===== src/rtl/xintf_write_scheduler.sv =====
// xintf_write_scheduler
//   Round-robin arbiter that funnels NUM_REQ 32-bit write requesters onto the single
//   Zynq->DSP XINTF DPBRAM write port. A granted request is written as two 16-bit words
//   (low word at base, high word at base+1). The block then raises o_w_valid and waits for
//   the DSP's i_w_ready, or gives up after TIMEOUT_CYC cycles and flags o_timeout_err.
//
// Ports
//   i_clk, i_rst       clock, asynchronous active-high reset
//   i_en               grant enable (in-flight transaction always completes)
//   i_req              level request per requester
//   i_addr, i_data     packed per-requester base word address / 32-bit data
//   o_ack              one-cycle completion pulse to the granted requester
//   o_busy             transaction in progress
//   o_gnt_id           index of current/last granted requester
//   o_ram_*            DPBRAM write port (addr, ce, we, din)
//   o_w_valid          write-valid to DSP; i_w_ready is the DSP's (asynchronous) reply
//   i_err_clr          clears sticky o_timeout_err
//   o_wr_cnt           completed-transaction counter (timeouts included), wraps
module xintf_write_scheduler #(
   parameter int unsigned NUM_REQ     = 4,
   parameter int unsigned ADDR_W      = 9,
   parameter int unsigned TIMEOUT_CYC = 2000
) (
   input  logic                         i_clk,
   input  logic                         i_rst,
   input  logic                         i_en,
   input  logic [NUM_REQ-1:0]           i_req,
   input  logic [NUM_REQ*ADDR_W-1:0]    i_addr,
   input  logic [NUM_REQ*32-1:0]        i_data,
   output logic [NUM_REQ-1:0]           o_ack,
   output logic                         o_busy,
   output logic [$clog2(NUM_REQ)-1:0]   o_gnt_id,
   output logic [ADDR_W-1:0]            o_ram_addr,
   output logic                         o_ram_ce,
   output logic                         o_ram_we,
   output logic [15:0]                  o_ram_din,
   output logic                         o_w_valid,
   input  logic                         i_w_ready,
   input  logic                         i_err_clr,
   output logic                         o_timeout_err,
   output logic [15:0]                  o_wr_cnt
);

   localparam int unsigned IdW  = $clog2(NUM_REQ);
   localparam int unsigned IdW1 = IdW + 1;
   localparam int unsigned TmrW = $clog2(TIMEOUT_CYC + 1);

   localparam logic [IdW:0]      NumReqW = IdW1'(NUM_REQ);
   localparam logic [TmrW-1:0]   TmrLast = TmrW'(TIMEOUT_CYC - 1);

   typedef enum logic [2:0] {
      StIdle,
      StWrLo,
      StWrHi,
      StHandshake,
      StDone
   } state_e;

   state_e              state_q;
   logic [IdW-1:0]      ptr_q;
   logic [ADDR_W-1:0]   addr_q;
   logic [31:0]         data_q;
   logic [TmrW-1:0]     timer_q;
   logic                ready_meta_q;
   logic                ready_s_q;

   logic                rr_found;
   logic [IdW-1:0]      rr_winner;
   logic [IdW:0]        cand;
   logic [IdW:0]        ptr_nxt;

   // Round-robin search: first asserted request at or after ptr_q, wrapping mod NUM_REQ.
   // One extra bit on cand/ptr_nxt keeps the wrap correct for non-power-of-two NUM_REQ.
   always_comb begin
      rr_found  = 1'b0;
      rr_winner = '0;
      cand      = '0;
      for (int i = 0; i < int'(NUM_REQ); i++) begin
         cand = {1'b0, ptr_q} + IdW1'(i);
         if (cand >= NumReqW) begin
            cand = cand - NumReqW;
         end
         if (!rr_found && i_req[cand[IdW-1:0]]) begin
            rr_found  = 1'b1;
            rr_winner = cand[IdW-1:0];
         end
      end
      ptr_nxt = {1'b0, rr_winner} + IdW1'(1);
      if (ptr_nxt >= NumReqW) begin
         ptr_nxt = ptr_nxt - NumReqW;
      end
   end

   always_ff @(posedge i_clk or posedge i_rst) begin
      if (i_rst) begin
         state_q       <= StIdle;
         ptr_q         <= '0;
         addr_q        <= '0;
         data_q        <= '0;
         timer_q       <= '0;
         ready_meta_q  <= 1'b0;
         ready_s_q     <= 1'b0;
         o_ack         <= '0;
         o_busy        <= 1'b0;
         o_gnt_id      <= '0;
         o_ram_addr    <= '0;
         o_ram_ce      <= 1'b0;
         o_ram_we      <= 1'b0;
         o_ram_din     <= '0;
         o_w_valid     <= 1'b0;
         o_timeout_err <= 1'b0;
         o_wr_cnt      <= '0;
      end else begin
         // 2-flop synchronizer for the DSP's ready
         ready_meta_q <= i_w_ready;
         ready_s_q    <= ready_meta_q;

         o_ack <= '0;
         // A timeout set later in this block overrides the clear
         if (i_err_clr) begin
            o_timeout_err <= 1'b0;
         end

         case (state_q)
            StIdle: begin
               o_ram_ce  <= 1'b0;
               o_ram_we  <= 1'b0;
               o_w_valid <= 1'b0;
               if (i_en && rr_found) begin
                  // Shadow copies decouple the in-flight write from later input changes
                  addr_q   <= i_addr[int'(rr_winner) * int'(ADDR_W) +: ADDR_W];
                  data_q   <= i_data[int'(rr_winner) * 32 +: 32];
                  o_gnt_id <= rr_winner;
                  ptr_q    <= ptr_nxt[IdW-1:0];
                  o_busy   <= 1'b1;
                  state_q  <= StWrLo;
               end
            end
            StWrLo: begin
               o_ram_ce   <= 1'b1;
               o_ram_we   <= 1'b1;
               o_ram_addr <= addr_q;
               o_ram_din  <= data_q[15:0];
               timer_q    <= '0;
               state_q    <= StWrHi;
            end
            StWrHi: begin
               o_ram_ce   <= 1'b1;
               o_ram_we   <= 1'b1;
               o_ram_addr <= addr_q + ADDR_W'(1);
               o_ram_din  <= data_q[31:16];
               state_q    <= StHandshake;
            end
            StHandshake: begin
               o_ram_ce  <= 1'b0;
               o_ram_we  <= 1'b0;
               o_w_valid <= 1'b1;
               if (ready_s_q) begin
                  state_q <= StDone;
               end else if (timer_q == TmrLast) begin
                  o_timeout_err <= 1'b1;
                  state_q       <= StDone;
               end else begin
                  timer_q <= timer_q + TmrW'(1);
               end
            end
            StDone: begin
               o_w_valid        <= 1'b0;
               o_ack[o_gnt_id]  <= 1'b1;
               o_wr_cnt         <= o_wr_cnt + 16'd1;
               o_busy           <= 1'b0;
               state_q          <= StIdle;
            end
            default: begin
               state_q <= StIdle;
            end
         endcase
      end
   end

endmodule

===== config.mk =====
export PLATFORM = sky130hd
export DESIGN_NAME = xintf_write_scheduler
export DESIGN_NICKNAME = d
export VERILOG_FILES = /design/src/rtl/xintf_write_scheduler.sv
export SDC_FILE = /design/constraint.sdc
export NUM_CORES = 1
export LEC_CHECK = 0
export ABC_AREA = 1
export CAP_MARGIN = 20
export CORE_MARGIN = 5
export CORE_UTILIZATION = 45
export CTS_BUF_LIST = sky130_fd_sc_hd__clkbuf_8 sky130_fd_sc_hd__clkbuf_16
export CTS_CLUSTER_DIAMETER = 40
export DETAILED_ROUTE_END_ITERATION = 16
export PLACE_DENSITY = 0.78
export REMOVE_ABC_BUFFERS = 1
export SYNTH_ARGS = -nofsm -noshare
export SYNTH_HDL_FRONTEND = slang
export SYNTH_SLANG_ARGS = --single-unit

===== constraint.sdc =====
create_clock -name i_clk -period 5 [get_ports i_clk]
set_input_delay 1 -clock i_clk [delete_from_list [all_inputs] [get_ports i_clk]]
set_output_delay 1 -clock i_clk [all_outputs]
set_load 0.02 [all_outputs]

**Yosys cells after proc, flatten, opt, wreduce, memory -nomap -nowiden**

Index checks and enable logic that the tools add are counted.

- Flip-flop bits (word level): 110
- Bits of input ports: 173
- Output and inout bits: 52

- Shifts and indexed selects: 2
- Add/subtract/negate cells: 12
- $mul: 1
- Reductions and logical operators: 21
- Equality and inequality tests: 9
- Order comparisons: 11
- Muxes and demuxes: 41

Operators by type and width:

| operator | count |
|---|---|
| $shiftx A128 B8 Y32 | 1 |
| $shiftx A36 B7 Y9 | 1 |
| $pmux W16 S2 | 1 |
| $mux W11 | 2 |
| $pmux W11 S2 | 1 |
| $mux W2 | 9 |
| $pmux W9 S2 | 1 |
| $add A16 B1 Y16 const B | 1 |
| $lt A2 B3 Y1 const B | 5 |
| $mux W1 | 14 |
| $ge A3 B3 Y1 const B | 4 |
| $pmux W3 S4 | 1 |
| $add A11 B1 Y11 const B | 1 |
| $eq A11 B11 Y1 const B | 1 |
| $reduce_bool A2 Y1 | 5 |
| $sub A2 B1 Y2 const B | 5 |
| $add A9 B1 Y9 const B | 1 |
| $mux W3 | 3 |
| $bmux W1 S2 | 4 |
| $add A2 B1 Y3 const B | 2 |
| $add A2 B2 Y3 const B | 2 |
| $eq A3 B2 Y1 const B | 2 |
| $mul A2 B4 Y6 const B | 1 |
| $ne A2 B2 Y1 const B | 3 |
| 14 further kinds | 26 |

**Logic depth before layout (Yosys ltp)**

Gate-level depths: netlist (run 1).

- Depth in word-level cells: 17
- Mapped depth: 16
- Gate-level depth less buffers: 14

**Worst setup path before layout (run 1)**

No wires, ideal clock.

- Kind: input to register
- From: input port i_req[3]
- To: register addr_q[0]
- Required time: 4.883 ns
- Stages: 14
- Path slack: 2.715 ns
- Data arrival time: 2.167 ns
- Cells stage by stage: inv_1 -> nand2_1 -> nand3_1 -> nand2_2 -> nor2_2 -> nand3_1 -> nand2_2 -> buf_6 -> buf_2 -> nand3_1 -> nand3_1 -> nand2_1 -> nand2_1 -> nand2_1

- Word-level cells in the longest chain between the ends: 14

RTL lines:

| what | RTL line | source |
|---|---|---|
| start: declaration | 27 | `input logic [NUM_REQ-1:0] i_req,` |
| $bmux W1 S2 | 83 | `if (!rr_found && i_req[cand[IdW-1:0]]) begin` |
| $mux W1 (implied by the code) | 83 |  |
| $mux W1 | 83 |  |
| $logic_not A1 Y1 | 83 |  |
| $logic_and A1 B1 Y1 | 83 |  |
| $mux W1 | 83 |  |
| $logic_not A1 Y1 | 83 |  |
| $logic_and A1 B1 Y1 | 83 |  |
| $mux W1 | 83 |  |
| $logic_not A1 Y1 | 83 |  |
| $logic_and A1 B1 Y1 | 83 |  |
| $mux W2 / $mux W1 (equally long branches) | 83 |  |
| $mul A2 B4 Y6 / $logic_and A1 B1 Y1 (equally long branches) | 131, 129 |  |
| $shiftx A36 B7 Y9 / $reduce_and A2 Y1 (equally long branches) | -- |  |
| end signal: assignment | 131 | `addr_q <= i_addr[int'(rr_winner) * int'(ADDR_W) +: ADDR_W];` |
| end: declaration | 61 | `logic [ADDR_W-1:0] addr_q;` |

Parallel ways exist; a longest one is shown, timed or not. The select of a mux whose other input is x is not followed.
A chain may end at the register's enable or synchronous reset.

**Worst setup path after layout (run 1)**

- From: register state_q[2]
- To: register o_ram_addr[2]

- Word-level cells in the longest chain between the ends: 2

RTL lines:

| what | RTL line | source |
|---|---|---|
| start: declaration | 59 | `state_e state_q;` |
| start signal: assignment | 96 | `state_q <= StIdle;` |
| start signal: assignment | 136 | `state_q <= StWrLo;` |
| start signal: assignment | 145 | `state_q <= StWrHi;` |
| $eq A3 B2 Y1 / $eq A3 B1 Y1 (equally long branches) | 124 | `case (state_q)` |
| $pmux W9 S2 / $reduce_bool A2 Y1 (equally long branches) | -- |  |
| end signal: assignment | 142 | `o_ram_addr <= addr_q;` |
| end signal: assignment | 150 | `o_ram_addr <= addr_q + ADDR_W'(1);` |
| end: declaration | 33 | `output logic [ADDR_W-1:0] o_ram_addr,` |

Parallel ways exist; a longest one is shown, timed or not.

==> results of run 1 <==
==> registers in the layout, indices dropped and copies added (netlist names) <==
| register | count |
|---|---|
| o_wr_cnt | 16 |
| o_ram_addr | 9 |
| o_w_valid | 1 |
| ready_s_q | 1 |
| state_q | 3 |
| ptr_q | 2 |
| o_ack | 4 |
| addr_q | 9 |
| o_ram_din | 16 |
| o_ram_we | 1 |
| o_timeout_err | 1 |
| o_busy | 1 |
| timer_q | 11 |
| data_q | 32 |
| ready_meta_q | 1 |
| o_gnt_id | 2 |
==> report_power, final <==
| group | internal, mW | total [mW] | switching, mW |
|---|---|---|---|
| Combinational | 1.24 | 3.48 | 2.24 |
| Clock | 0.398 | 0.740 | 0.342 |
| Sequential | 1.22 | 1.45 | 0.228 |
==> per-layer routing <==
metal / share of wire / up-vias / wire length [um] / GRT usage
met5: 0 / - / 0 / 0
met4: 0.019 / 0 / 370 / 0.0470
met3: 0.074 / 26 / 1430 / 0.0479
met2: 0.48 / 213 / 9270 / 0.345
met1: 0.43 / 3242 / 8390 / 0.279
li1: - / 3660 / - / -
==> path summary, 6_finish.rpt <==
check / to / slack [ns] / depth (start not counted)
worst max-delay path: o_ram_addr[2] / 1.76 / 7
worst min-delay path: ready_s_q / 0.36 / 0
worst max register to register: o_ram_addr[2] / 1.76 / 7
worst min register to register: ready_s_q / 0.36 / 0
max in group asynchronous: o_ram_din[6] / 2.98 / 3
min in group asynchronous: o_wr_cnt[9] / 1.09 / 2
==> worst max-delay path, delay by kind of cell, from the launching register on <==
family	cells	cell delay, ns
compound gates	2	0.39
buf+inv	2	1.08
flops	1	0.44
simple gates	3	1.20
==> cells by family (layout without fill, tap and decap cells) <==
logic type | Yosys count | count (layout)
fa+ha+maj | 3 | 3
compound gates | 66 | 66
simple gates | 611 | 611
xor+xnor | 21 | 21
mux | 1 | 1
flops | 110 | 110
buf+inv | 266 | 459
==> cell type report <==
| class | instances | area, sq um | share of cell area |
|---|---|---|---|
| Clock buffer | 9 | 225 | 0.0234 |
| Multi-Input combinational cell | 702 | 3190 | 0.332 |
| Tap cell | 211 | 264 | 0.0274 |
| Clock inverter | 7 | 82.6 | 0.00858 |
| Sequential cell | 110 | 2750 | 0.286 |
| Inverter | 212 | 798 | 0.0830 |
| Timing Repair Buffer | 231 | 2310 | 0.240 |
==> per-stage QoR <==
step / power [mW] / utilization / cells / cell area, sq um / hold WS (ns)
after floorplan: 3.76 / - / 1024 / 6730 / 0.331
after global placement: 4.92 / 0.610 / 1466 / 9310 / 0.337
after detailed placement: 4.97 / 0.610 / 1466 / 9310 / 0.347
after CTS: 5.73 / 0.631 / 1482 / 9620 / 0.369
after global routing: 6.24 / 0.631 / 1482 / 9620 / 0.381
final: 5.66 / 0.631 / 1482 / 9620 / 0.363
==> Yosys cell counts (all sizes together), types with 7 or more instances <==
cell and instances:
nand3 190, xor2 14, clkbuf 8, nor2 49, xnor2 7, nor3 15, nand2 352, a21oi 28
o21ai 31, dfrtp 110, buf 46, inv 211
==> results_dict.tcl, run 1 <==
set metrics [dict create \
    outcome "finished, final reports clean" \
    fp.dieH_um 135 \
    rr_startpoint "state_q[2]" \
    crit_required_ns 5.21 \
    rows 45 \
    crit_chain "nor2_1 -> nand2_1 -> inv_1 -> nor2_1 -> inv_1 -> o21ai_0 -> a21oi_1" \
    final_cell_mix "nand2_1 (344), clkdlybuf4s50_1 (224), inv_1 (207)" \
    dp.final_hpwl_um 14300 \
    cp_data_arrival_time_ns 3.46 \
    worstHoldStart "ready_meta_q" \
    yosys.area.top_type "dfrtp_1" \
    syn-instance-count 1078 \
    setup_violations 0 \
    drtPass1Iterations 8 \
    yosys.area_share.simple 0.368 \
    cts_buffers 9 \
    clock-sinks 110 \
    drv_slew 0 \
    cts_root_buf "clkbuf_16" \
    syn_avg_cell_area_sq_um 6.54 \
    final-hold-violation-count 0 \
    fill_cells 1402 \
    synth-edff-count 0 \
    ios 225 \
    synth_xor_area_frac 0.0261 \
    setup_ws_ns 1.76 \
    p_leak_nw 5.11 \
    die_area_sq_um 18300 \
    tightestPinTransition_ns 1.08 \
    end_kind "flip-flop" \
    grt_max_degree 83 \
    die_w_um 135 \
    holdBufCountCts 0 \
    finalWirelength_um 19500 \
    port_buffers 224 \
    area_growth_pct 36.5 \
    period_minus_slack_ns 3.24 \
    rsz0062_at_grt "false" \
    cts_setup_buffers 0 \
    cts_buffer_depth 2 \
    maxCapViolCount 0 \
    synth.distinct_cells 33 \
    start_util 0.462 \
    drc 0 \
    vias 7141 \
    fmax_mhz 308 \
    n_antenna_cell 0 \
    peakVddDrop_mv 0.437 \
    muxShareOfSynthArea 0.00160 \
    grtUsageTotal 0.208 \
    worstPathMaxFanout 23 \
    synth_area_leaders "dfrtp_1 (39%), nand2_1 (18%), nand3_1 (13%)" \
    cts_max_level 3 \
    syn_area_sq_um 7050 \
    post-route-period-util 0.649 \
    grt_overflow 0 \
    cpPeakStageDelay_ns 0.66 \
    grt_pass1_vias 6594 \
    synth_compound_area_frac 0.0495 \
    tns_ns 0 \
    clock_skew_ns 0.00629 \
    path_clk_slew_ns 0.08 \
    powerDensity_nw_per_um2 589 \
    start_kind "flip-flop" \
    wire_per_inst_um 13.1 \
    cts_resized 0 \
    first_iter_violations 478 \
    clkLatencyLatePin_ns 0.35 \
    core-area_sq_um 15300 \
    cpMaxStageDelayCell "nor2_1" \
    worstSetupPathType "reg2reg" \
    synth_fa_ha_area_frac 0.00533 \
    layout_commonest_cell "nand2_1" \
    ant_nets 0 \
    seq_area_frac_synth 0.391 \
    synth_seq_cells 110 \
    synth_top_family_by_area "simple AND/OR/NAND/NOR gates" \
    cts_tree "done" \
    relSlewSlack 0.281 \
    vias_per_cell 4.82 \
    hp-class "reg2reg" \
    gp_congestion 0.865 \
    critPathLaunch "state_q[2]" \
    grt_first_pass_wirelength_um 31600 \
    ys_warn_count 0 \
    ys_async_sr_fraction 1.00 \
    synth_top_flop_cell "dfrtp_1" \
    grt_antenna_before_repair 0 \
    synth_top_area_frac 0.391 \
    drive_gt1_frac 0.0323 \
    nNetsFinal 1442 \
    place_ws_ns 1.46 \
]
No activity file was read; power rests on OpenSTA's default activity.
==> inputs of run 2 (changes only) <==
Settings changed: CORE_UTILIZATION 45 to 43.
Clock period 5 ns to 2.7 ns, I/O delays scaled along.
==> run 2 against run 1 <==
First-iteration DRC count decreased by 31%. Critical path type is now in2reg. Wire length increased by 5.5%. Sequential share of layout area decreased by 0.56 points. Core utilization decreased by 1.7 points. Non-clock buffer count increased by 13. Critical path depth increased by 5. Highest routed layer unchanged. Global-route usage decreased by 0.18 points. Clock-buffer cell count unchanged. Setup slack got worse by 1.5 ns. Largest power group unchanged. Combinational power increased by 100%. Worst hold slack got worse by 0.011 ns. Final cell count increased by 1.3%.
==> results_dict.tcl, run 2 (synthesis gave the netlist of run 1 again) <==
set metrics [dict create \
    outcome "finished, final reports clean" \
    cp_data_arrival_time_ns 2.66 \
    die_w_um 138 \
    rows 46 \
    final_cell_mix "nand2_1 (344), clkdlybuf4s50_1 (224), inv_1 (207)" \
    nNetsFinal 1457 \
    crit_chain "clkdlybuf4s50_1 -> inv_1 -> nand2_1 -> nand3_1 -> a21boi_0 -> nand2_1 -> nor2_2 -> nor2_4 -> nand3_1 -> nand2_1 -> nand2_1 -> nand2_1" \
    fp.dieH_um 138 \
    core-area_sq_um 16000 \
    tightestPinTransition_ns 0.640 \
    start_kind "input pin" \
    cts_tree "done" \
    cpMaxStageDelayCell "clkdlybuf4s50_1" \
    cts_buffers 9 \
    area_growth_pct 39.3 \
    relSlewSlack 0.572 \
    seq_area_sq_um 2750 \
    p_leak_nw 5.19 \
    fill_cells 1475 \
    ant_nets 0 \
    port_buffers 224 \
    maxCapViolCount 0 \
    peakVddDrop_mv 0.812 \
    first_iter_violations 329 \
    fmax_mhz 414 \
    cp_top_family "simple AND/OR/NAND/NOR gates" \
    grt_first_pass_wirelength_um 33300 \
    wire_per_inst_um 13.7 \
    post-route-period-util 0.894 \
    grt_pass1_vias 6966 \
    multiInputGateArea_sq_um 3220 \
    worstPathMaxFanout 20 \
    cts_setup_buffers 0 \
    layout_commonest_cell "nand2_1" \
    vias 7264 \
    grt_overflow 0 \
    top_register "data_q" \
    vias_per_cell 4.84 \
    powerDensity_nw_per_um2 1120 \
    path_clk_slew_ns 0.07 \
    cpPeakStageDelay_ns 0.50 \
    largest_reg_flops 32 \
    n_antenna_cell 0 \
    drv_slew 0 \
    drtPass1Iterations 4 \
    crit_top_cell "nand2_1" \
    setup_violations 0 \
    grtUsageTotal 0.207 \
    cts_root_buf "clkbuf_16" \
    grt_antenna_before_repair 0 \
    clock-sinks 110 \
    start_util 0.440 \
    crit_required_ns 2.94 \
    finalWirelength_um 20500 \
    holdWs_ns 0.353 \
    drc 0 \
    drive_gt1_frac 0.0451 \
    largestRegisters "data_q x32, o_ram_din x16, o_wr_cnt x16" \
    gp_congestion 0.900 \
    final_cells 1502 \
    dp.cells 1484 \
    cts_max_level 3 \
    cts_resized 0 \
    ios 225 \
    hp-class "reg2reg" \
    period_minus_slack_ns 2.41 \
    clock_skew_ns 0.00637 \
    die_area_sq_um 19000 \
    end_kind "flip-flop" \
    dp.final_hpwl_um 14600 \
    holdBufCountCts 0 \
    worstSetupPathType "in2reg" \
    rsz0062_at_grt "false" \
    clkLatencyLatePin_ns 0.35 \
    grt_max_degree 111 \
    crit_buf_inv 2 \
    cts_buffer_depth 2 \
    final-hold-violation-count 0 \
]
[run 2: cell types whose count changed in the layout (fill, tap and decap cells not counted)]
| cell | previous run | this run |
|---|---|---|
| nor2_1 | 46 | 45 |
| inv_8 | 2 | 0 |
| buf_4 | 6 | 13 |
| nor2_2 | 2 | 3 |
| nor2_4 | 1 | 3 |
| dfrtp_1 | 110 | 109 |
| dfrtp_2 | 0 | 1 |
| clkinvlp_4 | 0 | 3 |
| buf_12 | 1 | 7 |
| clkinv_4 | 2 | 1 |
[run 2: worst register-to-register path: cells and delay by family, from the launching register on]
family / cells / cell delay [ns]
buffers and inverters: 4 / 0.56
flip-flops: 1 / 0.50
AND/OR/NAND/NOR: 10 / 1.28
[run 2: worst paths after layout]
check	start	end	slack, ns	cells after the start
setup / recovery	i_req[0]	data_q[20]	0.29	12
hold / removal	ready_meta_q	ready_s_q	0.35	0
setup reg to reg	ptr_q[0]	addr_q[0]	0.30	14
hold reg to reg	ready_meta_q	ready_s_q	0.35	0
max in group asynchronous	i_rst	data_q[17]	1.59	3
min in group asynchronous	i_rst	o_wr_cnt[15]	0.69	3
[run 2: metrics by stage]
step / setup slack, ns / TNS, ns / area (sq um) / total power [mW] / util
2_1_floorplan: -1.29 / -135.21 / 6730 / 6.97 / -
3_5_place_dp: -0.280 / -9.21 / 9490 / 9.64 / 0.593
6_report: 0.286 / 0 / 9820 / 11.0 / 0.614
5_1_grt: 0.0249 / 0 / 9820 / 12.1 / 0.614
4_1_cts: 0.0317 / 0 / 9790 / 11.0 / 0.612
3_3_place_gp: -0.172 / -5.66 / 9490 / 9.52 / 0.593
[run 2: layer usage]
layer,vias to the layer above,share of wire,track usage
met5,-,0,0
met4,0,0.021,0.0562
met3,32,0.086,0.0693
met2,237,0.48,0.353
met1,3305,0.41,0.250
li1,3690,-,-
[run 2: power breakdown]
group	switching, mW	total, mW	internal (mW)	leakage [nW]
combinational	4.39	7.02	2.63	3.65
sequential	0.427	2.68	2.26	1.40
clock	0.613	1.33	0.721	0.139
total	5.43	11.0	5.61	5.19
[run 2: area by class of cell]
cell class / instances / share of cell area
Clock buffer: 9 / 0.0229
Clock inverter: 7 / 0.00752
Inverter: 212 / 0.0813
Multi-Input combinational cell: 704 / 0.328
Sequential cell: 110 / 0.281
Tap cell: 216 / 0.0275
Timing Repair Buffer: 244 / 0.253
